### src/rtl/stream_mux_pkg.sv
// Shared types and the round-robin search helper for the stream multiplexer.
// The helper works on a fixed maximum channel count so every instance can share it.
package stream_mux_pkg;

    localparam int MAX_CH   = 16;
    localparam int MAX_CH_W = 4;

    typedef enum logic {
        MODE_FIXED = 1'b0,
        MODE_RR    = 1'b1
    } mux_mode_e;

    typedef struct packed {
        logic                found;
        logic [MAX_CH_W-1:0] idx;
    } rr_pick_t;

    // Scan upward from the channel after 'last', wrapping at numCh-1 back to 0.
    function automatic rr_pick_t next_rr(
        input logic [MAX_CH-1:0]   valid,
        input logic [MAX_CH_W-1:0] last,
        input int                  numCh
    );
        rr_pick_t pick;
        int       cand;
        pick = '0;
        for (int k = 1; k <= MAX_CH; k++) begin
            cand = int'(last) + k;
            if (cand >= numCh) begin
                cand = cand - numCh;
            end
            if ((k <= numCh) && !pick.found && valid[cand[MAX_CH_W-1:0]]) begin
                pick.found = 1'b1;
                pick.idx   = cand[MAX_CH_W-1:0];
            end
        end
        return pick;
    endfunction

endpackage

### src/rtl/rr_arbiter.sv
// Round-robin arbiter: combinational grant search plus the last-grant pointer.
// The pointer only moves when the parent reports that a round-robin grant was taken.
module rr_arbiter
    import stream_mux_pkg::*;
#(
    parameter int NUM_CH = 4,
    parameter int SEL_W  = $clog2(NUM_CH)
) (
    input  logic              clk,
    input  logic              rst,
    input  logic [NUM_CH-1:0] req,
    input  logic              advance,
    output logic [SEL_W-1:0]  grant_idx,
    output logic              grant_vld
);

    logic [SEL_W-1:0]  last_grant_q;
    logic [SEL_W-1:0]  last_grant_d;
    logic [MAX_CH-1:0] reqExt;
    rr_pick_t          pick;

    always_comb begin
        reqExt               = '0;
        reqExt[NUM_CH-1:0]   = req;
        pick                 = next_rr(reqExt, MAX_CH_W'(last_grant_q), NUM_CH);
        grant_idx            = SEL_W'(pick.idx);
        grant_vld            = pick.found;
        last_grant_d         = advance ? grant_idx : last_grant_q;
    end

    // Reset points at the highest channel so channel 0 wins the first search.
    always_ff @(posedge clk) begin
        if (rst) begin
            last_grant_q <= SEL_W'(NUM_CH - 1);
        end else begin
            last_grant_q <= last_grant_d;
        end
    end

endmodule

### src/rtl/stream_mux_rr.sv
// N-channel registered stream multiplexer with fixed-select and round-robin modes.
// One output register stage; out_ch reports which channel produced out_data.
module stream_mux_rr
    import stream_mux_pkg::*;
#(
    parameter int WIDTH  = 32,
    parameter int NUM_CH = 4,
    parameter int SEL_W  = $clog2(NUM_CH)
) (
    input  logic                    clk,
    input  logic                    rst,
    input  logic                    mode,
    input  logic [SEL_W-1:0]        sel,
    input  logic [NUM_CH*WIDTH-1:0] in_data,
    input  logic [NUM_CH-1:0]       in_valid,
    output logic [NUM_CH-1:0]       in_ready,
    output logic [WIDTH-1:0]        out_data,
    output logic [SEL_W-1:0]        out_ch,
    output logic                    out_valid,
    input  logic                    out_ready
);

    logic             modeRr;
    logic             canLoad;
    logic             fixedVld;
    logic [SEL_W-1:0] rrIdx;
    logic             rrVld;
    logic [SEL_W-1:0] grantIdx;
    logic             grantVld;
    logic             take;
    logic             advance;
    logic [WIDTH-1:0] grantData;

    logic             out_valid_q, out_valid_d;
    logic [WIDTH-1:0] out_data_q,  out_data_d;
    logic [SEL_W-1:0] out_ch_q,    out_ch_d;

    rr_arbiter #(
        .NUM_CH (NUM_CH),
        .SEL_W  (SEL_W)
    ) u_arbiter (
        .clk       (clk),
        .rst       (rst),
        .req       (in_valid),
        .advance   (advance),
        .grant_idx (rrIdx),
        .grant_vld (rrVld)
    );

    // A select value with no matching channel simply never produces a grant.
    always_comb begin
        modeRr    = (mux_mode_e'(mode) == MODE_RR);
        canLoad   = ~out_valid_q | out_ready;
        fixedVld  = 1'b0;
        for (int i = 0; i < NUM_CH; i++) begin
            if (sel == SEL_W'(i)) begin
                fixedVld = in_valid[i];
            end
        end
        grantIdx  = modeRr ? rrIdx : sel;
        grantVld  = modeRr ? rrVld : fixedVld;
        take      = canLoad & grantVld & ~rst;
        advance   = take & modeRr;
        in_ready  = '0;
        grantData = '0;
        for (int i = 0; i < NUM_CH; i++) begin
            if (grantIdx == SEL_W'(i)) begin
                in_ready[i] = take;
                grantData   = in_data[i*WIDTH +: WIDTH];
            end
        end
    end

    always_comb begin
        out_valid_d = out_valid_q;
        out_data_d  = out_data_q;
        out_ch_d    = out_ch_q;
        if (take) begin
            out_valid_d = 1'b1;
            out_data_d  = grantData;
            out_ch_d    = grantIdx;
        end else if (out_ready) begin
            out_valid_d = 1'b0;
        end
    end

    always_ff @(posedge clk) begin
        if (rst) begin
            out_valid_q <= 1'b0;
            out_data_q  <= '0;
            out_ch_q    <= '0;
        end else begin
            out_valid_q <= out_valid_d;
            out_data_q  <= out_data_d;
            out_ch_q    <= out_ch_d;
        end
    end

    assign out_valid = out_valid_q;
    assign out_data  = out_data_q;
    assign out_ch    = out_ch_q;

endmodule

### config.mk
export PLATFORM = sky130hd
export DESIGN_NAME = stream_mux_rr
export DESIGN_NICKNAME = d
export VERILOG_FILES = /design/src/rtl/stream_mux_pkg.sv /design/src/rtl/rr_arbiter.sv /design/src/rtl/stream_mux_rr.sv
export SDC_FILE = /design/constraint.sdc
export NUM_CORES = 1
export LEC_CHECK = 0
export ABC_AREA = 1
export ABC_CLOCK_PERIOD_IN_PS = 3270
export CAP_MARGIN = 5
export CORE_MARGIN = 2
export CORE_UTILIZATION = 36
export DETAILED_ROUTE_END_ITERATION = 8
export PLACE_DENSITY = 0.79
export SKIP_LAST_GASP = 1
export SYNTH_ARGS = -nofsm -noshare
export SYNTH_HDL_FRONTEND = slang
export SYNTH_HIERARCHICAL = 1
export SYNTH_SLANG_ARGS = --single-unit
### constraint.sdc
create_clock -name clk -period 3.27 [get_ports clk]
set_input_delay 0.327 -clock clk [delete_from_list [all_inputs] [get_ports clk]]
set_output_delay 0.327 -clock clk [all_outputs]
set_load 0.02 [all_outputs]
==> results.json <==
{
  "viasPerCell": 4.85,
  "synth_compound_area_share_pct": 3.52,
  "wirelength_mm": 9.18,
  "dpl.hpwl_mm": 7.24,
  "final-setup-viol-count": 0,
  "cts_buffers": 5,
  "finalMaxSlewViolations": 0,
  "syn-num-nets": 577,
  "drtPass1Iterations": 5,
  "root_buffer": "clkbuf_8",
  "drive_above_1_share_pct": 9.21,
  "dr_total_vias": 3432,
  "io-pin-count": 177,
  "clkTransAtPathRegs_ps": 70,
  "gp_congestion": 0.891,
  "overflow": 0,
  "p_leak_nw": 2.09,
  "finalCriticalPeriod_ps": 2870,
  "rsz0062_at_grt": "no",
  "antenna_found_initial": 0,
  "grt.busiest_layer": "met2",
  "clk_path_buf_depth": 2,
  "num-nets-final": 750,
  "critPathArrivalTime_ps": 3100,
  "synth-adder-area-share_pct": 2.38,
  "fp.dieH_um": 89.5,
  "first_iter_violations": 101,
  "synth.ff_latch_count": 37,
  "critical_path.most_common_cell": "nand2_1",
  "postCtsSetupRepairBufs": 0,
  "max_freq_mhz": 348,
  "worstSetupPathType": "flip-flop to flip-flop",
  "ys_types": 23,
  "diodes": 0,
  "worst_path_max_delay_cell": "ha_1",
  "grt_pass1_wl_mm": 13.8,
  "drv_cap": 0,
  "path_cells": "inv_2, ha_1, inv_1, nand3_1, nand3_2, nand2_2, nor2_4, nand2_1, a21boi_1, inv_1, nand2_1, nand2_2, buf_4, nor2_4, buf_12, nand2_1, nand4_1, nand2_1, nand2_1",
  "pwr_density_cell_nw_per_um2": 464,
  "synth-simple-area-share_pct": 58.0,
  "cp_slowest_stage_delay_ps": 370,
  "die_area_um2": 8000,
  "area_growth_pct": 76.7,
  "nFillCells": 655,
  "yosysTopAreaCell": "nand2_1",
  "grt_pass1_vias": 3158,
  "cts_resized": 0,
  "start_util_pct": 36.6,
  "fin_skew_ps": 6.42,
  "placed_area_um2": 4500,
  "end_kind": "flip-flop",
  "crit_required_ps": 3500,
  "grt_util_met3_pct": 6.65,
  "ys_seq_area_share_pct": 28.2,
  "syn_area_um2": 2630,
  "grt_max_degree": 30,
  "ant_nets": 0,
  "synthMuxAreaShare_pct": 0,
  "synth_top_family_by_area": "simple AND/OR/NAND/NOR gates",
  "syn_inst": 434,
  "h-tree-depth": 2,
  "crit_family": "simple AND/OR/NAND/NOR gates",
  "synth.avg_cell_area_um2": 6.06,
  "synth_warnings": 6,
  "slew_headroom_pct": 66.9,
  "port_buffers": 176,
  "gr-usage-met1_pct": 22.3,
  "fp.dieW_um": 89.5,
  "clk_latency_ps": 280,
  "postCtsHoldBufs": 0,
  "hold_viol": 0,
  "finalCritPeriodShare_pct": 87.8,
  "drc": 0,
  "tns_ps": 0,
  "crit_path_start_kind": "flip-flop",
  "irDropWorstVdd_v": 0.000213,
  "cts_tree": "yes",
  "worstMarginPinSlew_ps": 497,
  "cts_sinks": 37,
  "grt.total_usage_pct": 22.1,
  "status": "complete, no violations",
  "yosys-top-cells-area": "nand2_1 29%, dfxtp_1 28%, nand3_1 9.9%",
  "critPathMaxFanout": 21,
  "finalInstanceArea_um2": 4640,
  "synth_top_cell_area_share_pct": 28.8,
  "wl_per_cell_um": 13.0,
  "core-area_um2": 7180,
  "met2_usage_pct": 41.5,
  "crit_buf_inv": 5,
  "hp-class": "flip-flop to flip-flop",
  "yosys.area_share.xor_xnor_pct": 0,
  "rows": 31
}
worst register-to-register path, cell delays in order, from the launching register on:
cell and delay [ps]:
dfxtp_1 350, inv_2 100, ha_1 370, inv_1 130, nand3_1 100, nand3_2 120, nand2_2 80, nor2_4 100
nand2_1 80, a21boi_1 170, inv_1 60, nand2_1 70, nand2_2 60, buf_4 190, nor2_4 320, buf_12 220
nand2_1 90, nand4_1 110, nand2_1 60, nand2_1 60
flip-flops by register name, indices dropped and copies added (netlist names):
register and cells:
out_valid 1, out_ch 2, out_data 32, u_arbiter/last_grant_q 2
Yosys cell counts, drive strengths merged:
cell type,instances
ha,5
dfxtp,37
nor2,27
o21ai,2
nand3,55
buf,16
nand2,224
a21boi,1
nor3,1
clkbuf,5
inv,20
a21oi,15
nand4,26
per-layer routing:
layer | up-vias | wire length, µm
met2 | 135 | 4670
met4 | 0 | 263
met1 | 1531 | 3440
met3 | 24 | 810
li1 | 1742 | -
met5 | - | 0
layout by cell type (no fill, tap or decap), types with 3 or more instances in the layout:
cell type,instances
nand2_2,20
dfxtp_1,37
nand4_1,26
a21oi_1,15
buf_4,8
dlymetal6s2s_1,4
nand3_2,3
ha_1,5
inv_1,16
nand3_1,52
clkbuf_8,5
buf_12,3
nor2_1,19
inv_2,4
nor2_4,5
clkdlybuf4s50_1,172
nand2_1,202
power breakdown:
part	internal (mW)	switching (mW)
clock network	0.303	0.159
registers	0.540	0.0442
logic	0.512	0.598
total	1.36	0.800
final timing paths:
| kind | end | depth (start not counted) | slack (ps) | start |
|---|---|---|---|---|
| min reg2reg | out_data[13] | 2 | 470 | out_data[13] |
| min | out_data[13] | 2 | 470 | out_data[13] |
| max | out_data[21] | 19 | 400 | u_arbiter/last_grant_q[0] |
| max reg2reg | out_data[21] | 19 | 400 | u_arbiter/last_grant_q[0] |
stage by stage:
stage               worst slack (ps)  utilization [%]  std cells  hold slack (ps)  power, mW
detailed placement               265             62.7        699              463       1.71
finish                           398             64.7        707              470       2.16
floorplan                        610                -        434              396       1.22
global placement                 339             62.7        699              453       1.68
global route                     153             64.7        707              493       2.29
CTS                             7.37             64.6        707              475       2.18
layout make-up:
cell class / count / area (µm²) / area share, %
clock inverter: 3 / 65.1 / 1.40
clock buffer: 5 / 68.8 / 1.48
sequential: 37 / 741 / 15.9
tap: 99 / 124 / 2.67
timing repair buffer: 187 / 1890 / 40.7
multi-input combinational: 356 / 1680 / 36.2
inverter: 20 / 75.1 / 1.62
logic make-up (layout without fill, tap and decap cells):
kind of cell	count (synthesis)	in the layout
simple gates	333	333
buf+inv	41	215
flops	37	37
compound gates	18	18
fa+ha+maj	5	5
Power figures use the tool's default switching activity.
